$ cat config.mk
export PLATFORM = sky130hd
export DESIGN_NAME = pc_sequencer
export DESIGN_NICKNAME = d
export VERILOG_FILES = /design/src/rtl/pc_sequencer.sv
export SDC_FILE = /design/constraint.sdc
export NUM_CORES = 1
export LEC_CHECK = 0
export ABC_AREA = 1
export CORE_MARGIN = 5
export CORE_UTILIZATION = 31
export CTS_CLUSTER_DIAMETER = 60
export DETAILED_ROUTE_END_ITERATION = 8
export GPL_TIMING_DRIVEN = 0
export PLACE_DENSITY_LB_ADDON = 0.1
export SYNTH_ARGS = -nofsm -noshare
export SYNTH_HDL_FRONTEND = slang
export SYNTH_SLANG_ARGS = --single-unit
$ cat constraint.sdc
create_clock -name clock -period 7.3 [get_ports clock]
set_clock_uncertainty 0.2 [all_clocks]
set_input_delay 0.73 -clock clock [delete_from_list [all_inputs] [get_ports clock]]
set_output_delay 0.73 -clock clock [all_outputs]
set_load 0.005 [all_outputs]
$ cat src/rtl/pc_sequencer.sv
// Program-flow sequencer: PC register, start/done handshake, relative branches and
// data-memory wait states. Define PC_SEQ_RAS_EN to build the return-address stack.
module pc_sequencer #(
  parameter int PC_BITS   = 9,
  parameter int TGT_BITS  = 8,
  parameter int MEM_WAIT  = 1,
  parameter int RAS_DEPTH = 4
) (
  input  logic                clock,
  input  logic                reset_n,
  input  logic                start,
  input  logic [PC_BITS-1:0]  start_address,
  input  logic                next_ins,
  input  logic                jump_flag,
  input  logic                call,
  input  logic                ret,
  input  logic                mem_op,
  input  logic                halt,
  input  logic [TGT_BITS-1:0] target,
  output logic [PC_BITS-1:0]  pc,
  output logic                busy,
  output logic                stall,
  output logic                done,
  output logic                ras_err
);

  localparam int            CW        = 4;
  localparam bit            WAIT_EN   = (MEM_WAIT > 0);
  localparam logic [CW-1:0] WAIT_LOAD = WAIT_EN ? CW'(MEM_WAIT - 1) : '0;

  typedef enum logic [1:0] {S_IDLE, S_RUN, S_WAIT, S_DONE} state_t;
  typedef enum logic [1:0] {K_SEQ, K_JMP, K_CALL, K_RET} kind_t;

  typedef struct packed {
    kind_t               kind;
    logic [TGT_BITS-1:0] tgt;
  } upd_t;

  state_t               state, state_d;
  kind_t                in_kind;
  upd_t                 cur, lat;
  logic [CW-1:0]        cnt;
  logic                 do_start, do_apply, do_wait, cnt_dec;
  logic signed [TGT_BITS-1:0] tgt_s;
  logic [PC_BITS-1:0]   pc_off, pc_inc, pc_br, pc_apply, ras_top;
  logic                 ras_push, ras_pop, ras_set_err, ras_full, ras_empty;

  // Retire decode, priority ret > call > jump > sequential (halt handled by the FSM)
  always_comb begin
    in_kind = K_SEQ;
    if (ret)            in_kind = K_RET;
    else if (call)      in_kind = K_CALL;
    else if (jump_flag) in_kind = K_JMP;
`ifndef PC_SEQ_RAS_EN
    if (in_kind == K_RET)       in_kind = K_SEQ;
    else if (in_kind == K_CALL) in_kind = K_JMP;
`endif
  end

  // In WAIT the decision latched at the memory retire is the one applied
  always_comb begin
    cur.kind = in_kind;
    cur.tgt  = target;
    if (state == S_WAIT) cur = lat;
  end

  assign tgt_s  = cur.tgt;
  assign pc_off = PC_BITS'(tgt_s);
  assign pc_inc = pc + PC_BITS'(1);
  assign pc_br  = pc + pc_off;

  always_comb begin
    pc_apply    = pc_inc;
    ras_push    = 1'b0;
    ras_pop     = 1'b0;
    ras_set_err = 1'b0;
    case (cur.kind)
      K_JMP:  pc_apply = pc_br;
      K_CALL: begin
        pc_apply = pc_br;
        if (ras_full) ras_set_err = 1'b1;
        else          ras_push    = 1'b1;
      end
      K_RET: begin
        if (ras_empty) ras_set_err = 1'b1;
        else begin
          ras_pop  = 1'b1;
          pc_apply = ras_top;
        end
      end
      default: ;
    endcase
  end

  always_ff @(posedge clock) begin
    if (!reset_n) state <= S_IDLE;
    else          state <= state_d;
  end

  always_comb begin
    state_d  = state;
    do_start = 1'b0;
    do_apply = 1'b0;
    do_wait  = 1'b0;
    cnt_dec  = 1'b0;
    case (state)
      S_IDLE, S_DONE: begin
        if (start) begin
          do_start = 1'b1;
          state_d  = S_RUN;
        end
      end
      S_RUN: begin
        if (next_ins) begin
          if (halt) state_d = S_DONE;
          else if (mem_op && WAIT_EN) begin
            do_wait = 1'b1;
            state_d = S_WAIT;
          end else do_apply = 1'b1;
        end
      end
      S_WAIT: begin
        if (cnt == '0) begin
          do_apply = 1'b1;
          state_d  = S_RUN;
        end else cnt_dec = 1'b1;
      end
      default: state_d = S_IDLE;
    endcase
  end

  always_ff @(posedge clock) begin
    if (!reset_n) begin
      pc  <= '0;
      cnt <= '0;
      lat <= '0;
    end else begin
      if (do_start)      pc <= start_address;
      else if (do_apply) pc <= pc_apply;
      if (do_wait) begin
        lat <= cur;
        cnt <= WAIT_LOAD;
      end else if (cnt_dec) cnt <= cnt - CW'(1);
    end
  end

  assign busy  = (state == S_RUN) || (state == S_WAIT);
  assign stall = (state == S_WAIT);
  assign done  = (state == S_DONE);

`ifdef PC_SEQ_RAS_EN
  localparam int AW  = $clog2(RAS_DEPTH);
  localparam int SPW = AW + 1;

  logic [RAS_DEPTH-1:0][PC_BITS-1:0] ras_mem;
  logic [SPW-1:0]                    sp;
  logic [AW-1:0]                     wr_idx, top_idx;

  assign wr_idx    = sp[AW-1:0];
  assign top_idx   = AW'(sp - SPW'(1));
  assign ras_full  = (sp == SPW'(RAS_DEPTH));
  assign ras_empty = (sp == '0);
  assign ras_top   = ras_mem[top_idx];

  always_ff @(posedge clock) begin
    if (do_apply && ras_push) ras_mem[wr_idx] <= pc_inc;
  end

  always_ff @(posedge clock) begin
    if (!reset_n || do_start) begin
      sp      <= '0;
      ras_err <= 1'b0;
    end else if (do_apply) begin
      if (ras_push)     sp <= sp + SPW'(1);
      else if (ras_pop) sp <= sp - SPW'(1);
      if (ras_set_err) ras_err <= 1'b1;
    end
  end
`else
  logic ras_unused;
  assign ras_full   = 1'b0;
  assign ras_empty  = 1'b0;
  assign ras_top    = '0;
  assign ras_err    = 1'b0;
  assign ras_unused = ^{ras_push, ras_pop, ras_set_err};
`endif

endmodule

==> impl_metrics.csv, run 1 <==
group,metric,value,unit
status,outcome,"completed",
worst_setup_path,worstPathArrival,3.20,ns
die,die_h,86.4,um
timing,finalSetupTns,0,ns
synth,postSynthNetCount,320,
clock_network,clkSlewWorstSetupHoldPaths,0.09,ns
synth,synth.cells.most_frequent,"75 x nand2_1, 43 x inv_1, 34 x nor2_1",
synth,ys_dominant_reg_cell,"dfxtp_1",
clock_network,ctsResizeCount,0,
synth,synthTopCellsByArea,"dfxtp_1 28%, nand2_1 16%, ha_1 9.0%",
worst_setup_path,endpoint_kind,"flop",
global_route,maximum_number_of_pins_on_one_net_before_global_route_repair,14,
routing,detailroute.wirelength.met3,266,um
synth,async_flop_share,0,
global_route,antenna_found_initial,0,
routing,drt-met1-wl,2.28,mm
place,detailed_place.area,2270,sq um
final_layout,fill_cells,597,
timing,drv_slew,0,
final_layout,multi_input_comb_area,1080,sq um
synth,syn_avg_cell_area,6.46,sq um
synth,synth_edf_count,0,
worst_setup_path,cpMaxStageDelayCell,"fa_1",
clock_network,postCtsSetupRepairBufs,0,
clock_network,tritoncts,"built",
worst_setup_path,crit_path_launch_type,"input port",
worst_setup_path,path_delay_family,"adder cells",
final_layout,layout-drive-gt1-share,0.0748,
pwr,leakage,1.07,nW
final_layout,fin_cells,393,
routing,drt_first_pass_iters,4,
worst_setup_path,worst-path-buf-inv,2,
pwr,p_per_area,301,nW/um^2
clock_network,clock-root-buffer,"clkbuf_8",
die,die-width,86.4,um
run,max_cap_violations,0,
die,floorplan.initialDensity,0.325,
synth,postSynthCellCount,280,
die,die-area,7460,sq um
clock_network,cts.htree.levels,1,
worst_setup_path,timing.critical_path.slowest_cell_delay,0.44,ns
final_layout,antenna_cells,0,
global_route,grt_first_pass_wirelength,7.60,mm
place,place.detailed.instances,389,
synth,synth-seq-cells,25,
routing,routed-via-count,1751,
worst_setup_path,path_max_fanout,6,
synth,synthDominantAreaCellType,"dfxtp_1",
clock_network,cts_hold_buffers,0,
timing,grt_setup_unrepaired,"false",
pwr,power.ir.vdd_worst,0.133,mV
timing,post_route_clock_period_utilization,0.442,
clock_network,clock_insertion_delay_worst_skew,0.27,ns
worst_setup_path,critPathMostFrequentCell,"nor2_1",
timing,finalHoldViolations,0,
routing,met2RoutedLength,1.95,mm
global_route,grt_util_all_layers,0.125,
clock_network,tritoncts_num_sinks,25,
worst_setup_path,timing.setup.critical_path_class,"input port to flop",
synth,post-synth-top-area-fraction,0.277,
synth,synthesis.yosys.warnings,0,
synth,synth_seq_area_share,0.277,
routing,routed_via_density,4.46,
worst_setup_path,crit_chain,"clkdlybuf4s50_1 > o21ai_0 > o21ai_0 > ha_1 > inv_1 > nor2_1 > fa_1 > nand2_1 > nand2_1 > nand2_1 > xor2_1 > nor2_1 > nor2_1 > nor2_1",
timing,setup_viol,0,
routing,routed.top_layer,"met4",
routing,ant_nets,0,
die,design.core.area,5570,sq um
final_layout,finalNetCount,362,
place,place.port_buffers,37,
routing,detail_route.drc_violations,0,
hold_path,timing.hold.worst.class,"flop to flop",
synth,netlist_area,1810,sq um
clock_network,cts_inserted_buffers,3,
final_layout,final_cell_area,2310,sq um
routing,drt_wl_total,4.56,mm
final_layout,register_area,500,sq um
routing,first_iter_violations,77,
worst_setup_path,worstPathRequired,7.27,ns
clock_network,cts_max_path_buffers,2,
synth,yosysUniqueCellTypes,31,
die,floorplan.rows,27,
timing,fmax,0.310,GHz
place,detailedPlacementHpwl,3.67,mm
routing,detail_route.wl_per_cell,11.6,um
timing,final_period_minus_worst_setup_slack,3.22,ns
final_layout,syn2layout_area_growth,27.9,%
place,gp_routability_congestion,0.813,
die,boundary_pin_count,39,
global_route,grt_pass1_vias,1721,
synth,cell_with_the_most_instances_after_synthesis,"nand2_1",
global_route,grt_overflow,0,
pwr,totalPowerFinal,0.697,mW
worst register-to-register path, delay by kind of cell, from the launching register on:
family,cells,cell delay (ns)
AND/OR/NAND/NOR,8,0.66
buffers and inverters,3,0.41
AO/OA/AOI/OAI,2,0.22
adder cells (fa/ha/maj),3,1.04
XOR/XNOR,1,0.16
flip-flops,1,0.38
registers in the layout, summed over array words and instances (netlist names):
| signal | flops |
|---|---|
| lat | 10 |
| state | 2 |
| cnt | 4 |
| pc | 9 |
layout make-up:
class                           instances  area share
Inverter                               46      0.0746
Timing Repair Buffer                   37       0.160
Multi-Input combinational cell        202       0.467
Sequential cell                        25       0.216
Buffer                                  7      0.0238
Tap cell                               72      0.0389
Clock buffer                            4      0.0195
power by group:
| group | total, mW | switching, mW | internal, mW |
|---|---|---|---|
| clock | 0.0844 | 0.0454 | 0.0391 |
| combinational | 0.420 | 0.234 | 0.185 |
| sequential | 0.193 | 0.0247 | 0.168 |
| total | 0.697 | 0.305 | 0.392 |
final timing paths:
| kind | cells after the start | end | slack, ns | start |
|---|---|---|---|---|
| setup reg to reg | 17 | pc[4]$_SDFFE_PN0P_ | 4.15 | state[0]$_SDFFE_PN0P_ |
| hold reg to reg | 2 | lat[9]$_SDFFE_PN0P_ | 0.24 | lat[9]$_SDFFE_PN0P_ |
| hold / removal | 2 | lat[9]$_SDFFE_PN0P_ | 0.24 | lat[9]$_SDFFE_PN0P_ |
| setup / recovery | 14 | pc[4]$_SDFFE_PN0P_ | 4.08 | call |
kinds of logic (layout without fill, tap and decap cells):
| logic type | Yosys count | in the layout | synth area share |
|---|---|---|---|
| adder cells (fa/ha/maj) | 14 | 14 | 0.101 |
| multiplexers | 1 | 1 | 0.00553 |
| flip-flops | 25 | 25 | 0.277 |
| other | 1 | 1 | 0.00207 |
| AO/OA/AOI/OAI | 45 | 45 | 0.136 |
| AND/OR/NAND/NOR | 137 | 137 | 0.333 |
| buffers and inverters | 53 | 94 | 0.126 |
| XOR/XNOR | 4 | 4 | 0.0194 |
routing by layer:
metal	global-route usage	vias up
met4	0.0382	0
met1	0.163	750
met3	0.0285	6
met5	0	-
li1	-	959
met2	0.204	36
layout by cell type (no fill, tap or decap), drive strengths merged, types with 2 or more instances in the layout:
| cell | count |
|---|---|
| xnor2 | 2 |
| ha | 13 |
| inv | 45 |
| o21ai | 20 |
| nand3b | 4 |
| nor2 | 35 |
| clkbuf | 4 |
| or2 | 2 |
| nand4 | 3 |
| nand3 | 10 |
| buf | 7 |
| xor2 | 2 |
| dfxtp | 25 |
| a21oi | 21 |
| a22o | 2 |
| clkdlybuf4s50 | 37 |
| nand2 | 82 |
per-stage QoR:
step           hold WS (ns)  setup slack [ns]   util
6_report              0.240              4.08  0.415
5_1_grt               0.266              3.89  0.415
4_1_cts               0.240              4.09  0.415
3_5_place_dp          0.227              3.81  0.407
3_3_place_gp          0.223              3.79  0.407
2_1_floorplan         0.212              4.46      -
Note: power is estimated with default switching activity, not from simulation.
==> run 2, diff against run 1 <==
==> constraint.sdc (replaced) <==
create_clock -name clock -period 3.19 [get_ports clock]
set_clock_uncertainty 0.2 [all_clocks]
set_input_delay 0.319 -clock clock [delete_from_list [all_inputs] [get_ports clock]]
set_output_delay 0.319 -clock clock [all_outputs]
set_load 0.005 [all_outputs]
==> run 2 against run 1 <==
Compared with the run above: register-to-register slack worse by 3.9 ns; hold slack gained 0.00056 ns; non-clock buffer count up 1; critical endpoint unchanged; largest power group unchanged.
==> impl_metrics.csv, run 2 (synthesis results as in run 1) <==
group,metric,value,unit
status,outcome,"completed",
routing,drt_wl_total,4.62,mm
global_route,antenna_found_initial,0,
pwr,power.switching,0.707,mW
final_layout,postLayoutCoreUtil,0.422,
hold_path,worstHoldPathCells,2,
worst_setup_path,worst-path-buf-inv,2,
die,design.core.area,5570,sq um
timing,finalSetupTns,0,ns
final_layout,syn2layout_area_growth,29.9,%
pwr,power.ir.vdd_worst,0.333,mV
die,die-width,86.4,um
routing,ant_nets,0,
place,detailedPlacementHpwl,3.67,mm
worst_setup_path,critical_path.reg2reg.endpoint,"pc[4]$_SDFFE_PN0P_",
pwr,totalPowerFinal,1.62,mW
worst_setup_path,timing.critical_path.slowest_cell_delay,0.39,ns
final_layout,layout-drive-gt1-share,0.0994,
die,die-area,7460,sq um
clock_network,cts.htree.levels,1,
worst_setup_path,crit_chain,"inv_1 > ha_2 > buf_6 > nor2_1 > o21ai_0 > o21ai_1 > ha_2 > nand2_1 > ha_1 > fa_2 > nand2_1 > nand2_1 > nand2_1 > xor2_1 > nor2_1 > nor2_1 > nor2_1",
clock_network,clkSlewWorstSetupHoldPaths,0.09,ns
routing,detail_route.wl_per_cell,11.7,um
worst_setup_path,worst-r2r-cell-count,17,
hold_path,critical_hold_path_startpoint,"lat[9]$_SDFFE_PN0P_",
routing,detail_route.drc_violations,0,
pwr,comb_power_share,0.606,
routing,first_iter_violations,73,
die,die_h,86.4,um
timing,setup_viol,0,
timing,post_route_clock_period_utilization,0.928,
timing,finalHoldViolations,0,
pwr,leakage,1.06,nW
die,boundary_pin_count,39,
routing,routed-via-count,1767,
worst_setup_path,worstPathArrival,2.94,ns
final_layout,layout_commonest_cell,"nand2_1",
die,floorplan.rows,27,
place,gp_routability_congestion,0.813,
worst_setup_path,path_delay_family,"adder cells",
worst_setup_path,rrSetupSlack,0.23,ns
worst_setup_path,endpoint_kind,"flop",
global_route,grt_first_pass_wirelength,7.60,mm
run,max_cap_violations,0,
hold_path,timing.hold.worst.class,"flop to flop",
pwr,p_per_area,690,nW/um^2
worst_setup_path,crit_path_launch_type,"flop",
clock_network,clock_insertion_delay_worst_skew,0.27,ns
hold_path,min_delay_worst_endpoint,"lat[9]$_SDFFE_PN0P_",
routing,drt_first_pass_iters,4,
timing,final_period_minus_worst_setup_slack,2.96,ns
global_route,grt_pass1_vias,1721,
timing,grt_setup_unrepaired,"false",
final_layout,final_cell_mix,"75 x nand2_1, 42 x inv_1, 37 x clkdlybuf4s50_1, 33 x nor2_1, 24 x dfxtp_1",
worst_setup_path,cpMaxStageDelayCell,"ha_2",
clock_network,clock-root-buffer,"clkbuf_8",
final_layout,largest_register_ff_count,10,
timing,drv_slew,0,
worst_setup_path,timing.setup.critical_path_class,"flop to flop",
final_layout,finalNetCount,363,
pwr,reg_power_frac,0.275,
clock_network,tritoncts,"built",
place,place.port_buffers,37,
die,floorplan.initialDensity,0.325,
pwr,fraction_of_power_spent_switching_nets,0.436,
clock_network,cts_inserted_buffers,3,
clock_network,tritoncts_num_sinks,25,
pwr,p_clk_frac,0.119,
global_route,grt_util_all_layers,0.125,
worst_setup_path,path_max_fanout,10,
final_layout,antenna_cells,0,
clock_network,cts_max_path_buffers,2,
routing,routed_via_density,4.48,
timing,fmax,0.338,GHz
global_route,grt_overflow,0,
worst_setup_path,rr_startpoint,"state[0]$_SDFFE_PN0P_",
pwr,cellInternalPower,0.914,mW
final_layout,reg_top3,"lat: 10 flops, pc: 9 flops, cnt: 4 flops",
worst_setup_path,worstPathRequired,3.16,ns
final_layout,top_register,"lat",
global_route,maximum_number_of_pins_on_one_net_before_global_route_repair,14,
-- run 2: cell type report --
cell class,instances,area (sq um)
Fill cell,599,3220
Multi-Input combinational cell,202,1100
Sequential cell,25,502
Timing Repair Buffer,38,378
Inverter,46,173
Tap cell,72,90.1
Buffer,7,58.8
Clock buffer,4,45.0
-- run 2: power groups by stage --
stage                     logic [mW]  registers, mW  clock network [mW]
after floorplan                0.668          0.438                   0
after global placement         0.965          0.450                   0
after detailed placement       0.966          0.450                   0
after CTS                      0.973          0.443               0.201
after global routing            1.11          0.456               0.212
final                          0.982          0.445               0.193
-- run 2: metrics by stage --
step | setup WS [ns] | hold slack [ns] | instances | area [sq um]
after floorplan | 0.352 | 0.212 | 280 | 1810
after CTS | 0.0426 | 0.240 | 393 | 2310
final | 0.228 | 0.241 | 394 | 2350
after global placement | 0.0512 | 0.223 | 389 | 2270
after global routing | 0.0194 | 0.266 | 394 | 2350
after detailed placement | 0.0823 | 0.227 | 389 | 2270
-- run 2: how the worst max path moves through the flow --
stage	startpoint	end	slack [ns]	cells past startpoint
floorplan	state[0]$_SDFFE_PN0P_	pc[4]$_SDFFE_PN0P_	0.35	17
finish	state[0]$_SDFFE_PN0P_	pc[4]$_SDFFE_PN0P_	0.23	17
global route	state[0]$_SDFFE_PN0P_	pc[4]$_SDFFE_PN0P_	0.02	17
CTS	state[0]$_SDFFE_PN0P_	pc[4]$_SDFFE_PN0P_	0.04	17
detailed placement	state[0]$_SDFFE_PN0P_	pc[4]$_SDFFE_PN0P_	0.08	17
global placement	state[0]$_SDFFE_PN0P_	pc[4]$_SDFFE_PN0P_	0.05	17
-- run 2: worst min-delay path: cells and delay by family, from the launching register on --
| family | cells | cell delay, ns |
|---|---|---|
| compound gates | 1 | 0.03 |
| simple gates | 1 | 0.05 |
| flops | 1 | 0.32 |
-- run 2: timing repair --
| item | CTS | global route |
|---|---|---|
| gates resized for setup | 0 | 9 |
| hold buffers | 0 | 0 |
| setup endpoints to repair | 0 | 8 |
| endpoints found under the hold margin | 0 | 0 |
| setup buffers | 0 | 1 |
-- run 2: layer usage --
| metal | global-route usage | share of wire | up-vias |
|---|---|---|---|
| li1 | - | - | 955 |
| met1 | 0.163 | 0.49 | 768 |
| met2 | 0.204 | 0.44 | 38 |
| met3 | 0.0285 | 0.061 | 6 |
| met4 | 0.0382 | 0.014 | 0 |
| met5 | 0 | 0 | - |
==> run 3, diff against run 2 <==
--- a/config.mk
+++ b/config.mk
@@ -11,6 +11,7 @@
 export CTS_CLUSTER_DIAMETER = 60
 export DETAILED_ROUTE_END_ITERATION = 8
 export GPL_TIMING_DRIVEN = 0
+export HOLD_SLACK_MARGIN = 0.03
 export PLACE_DENSITY_LB_ADDON = 0.1
 export SYNTH_ARGS = -nofsm -noshare
 export SYNTH_HDL_FRONTEND = slang
==> results of run 3 <==
No change in the layout: final DEF, timing and power equal those of run 2.
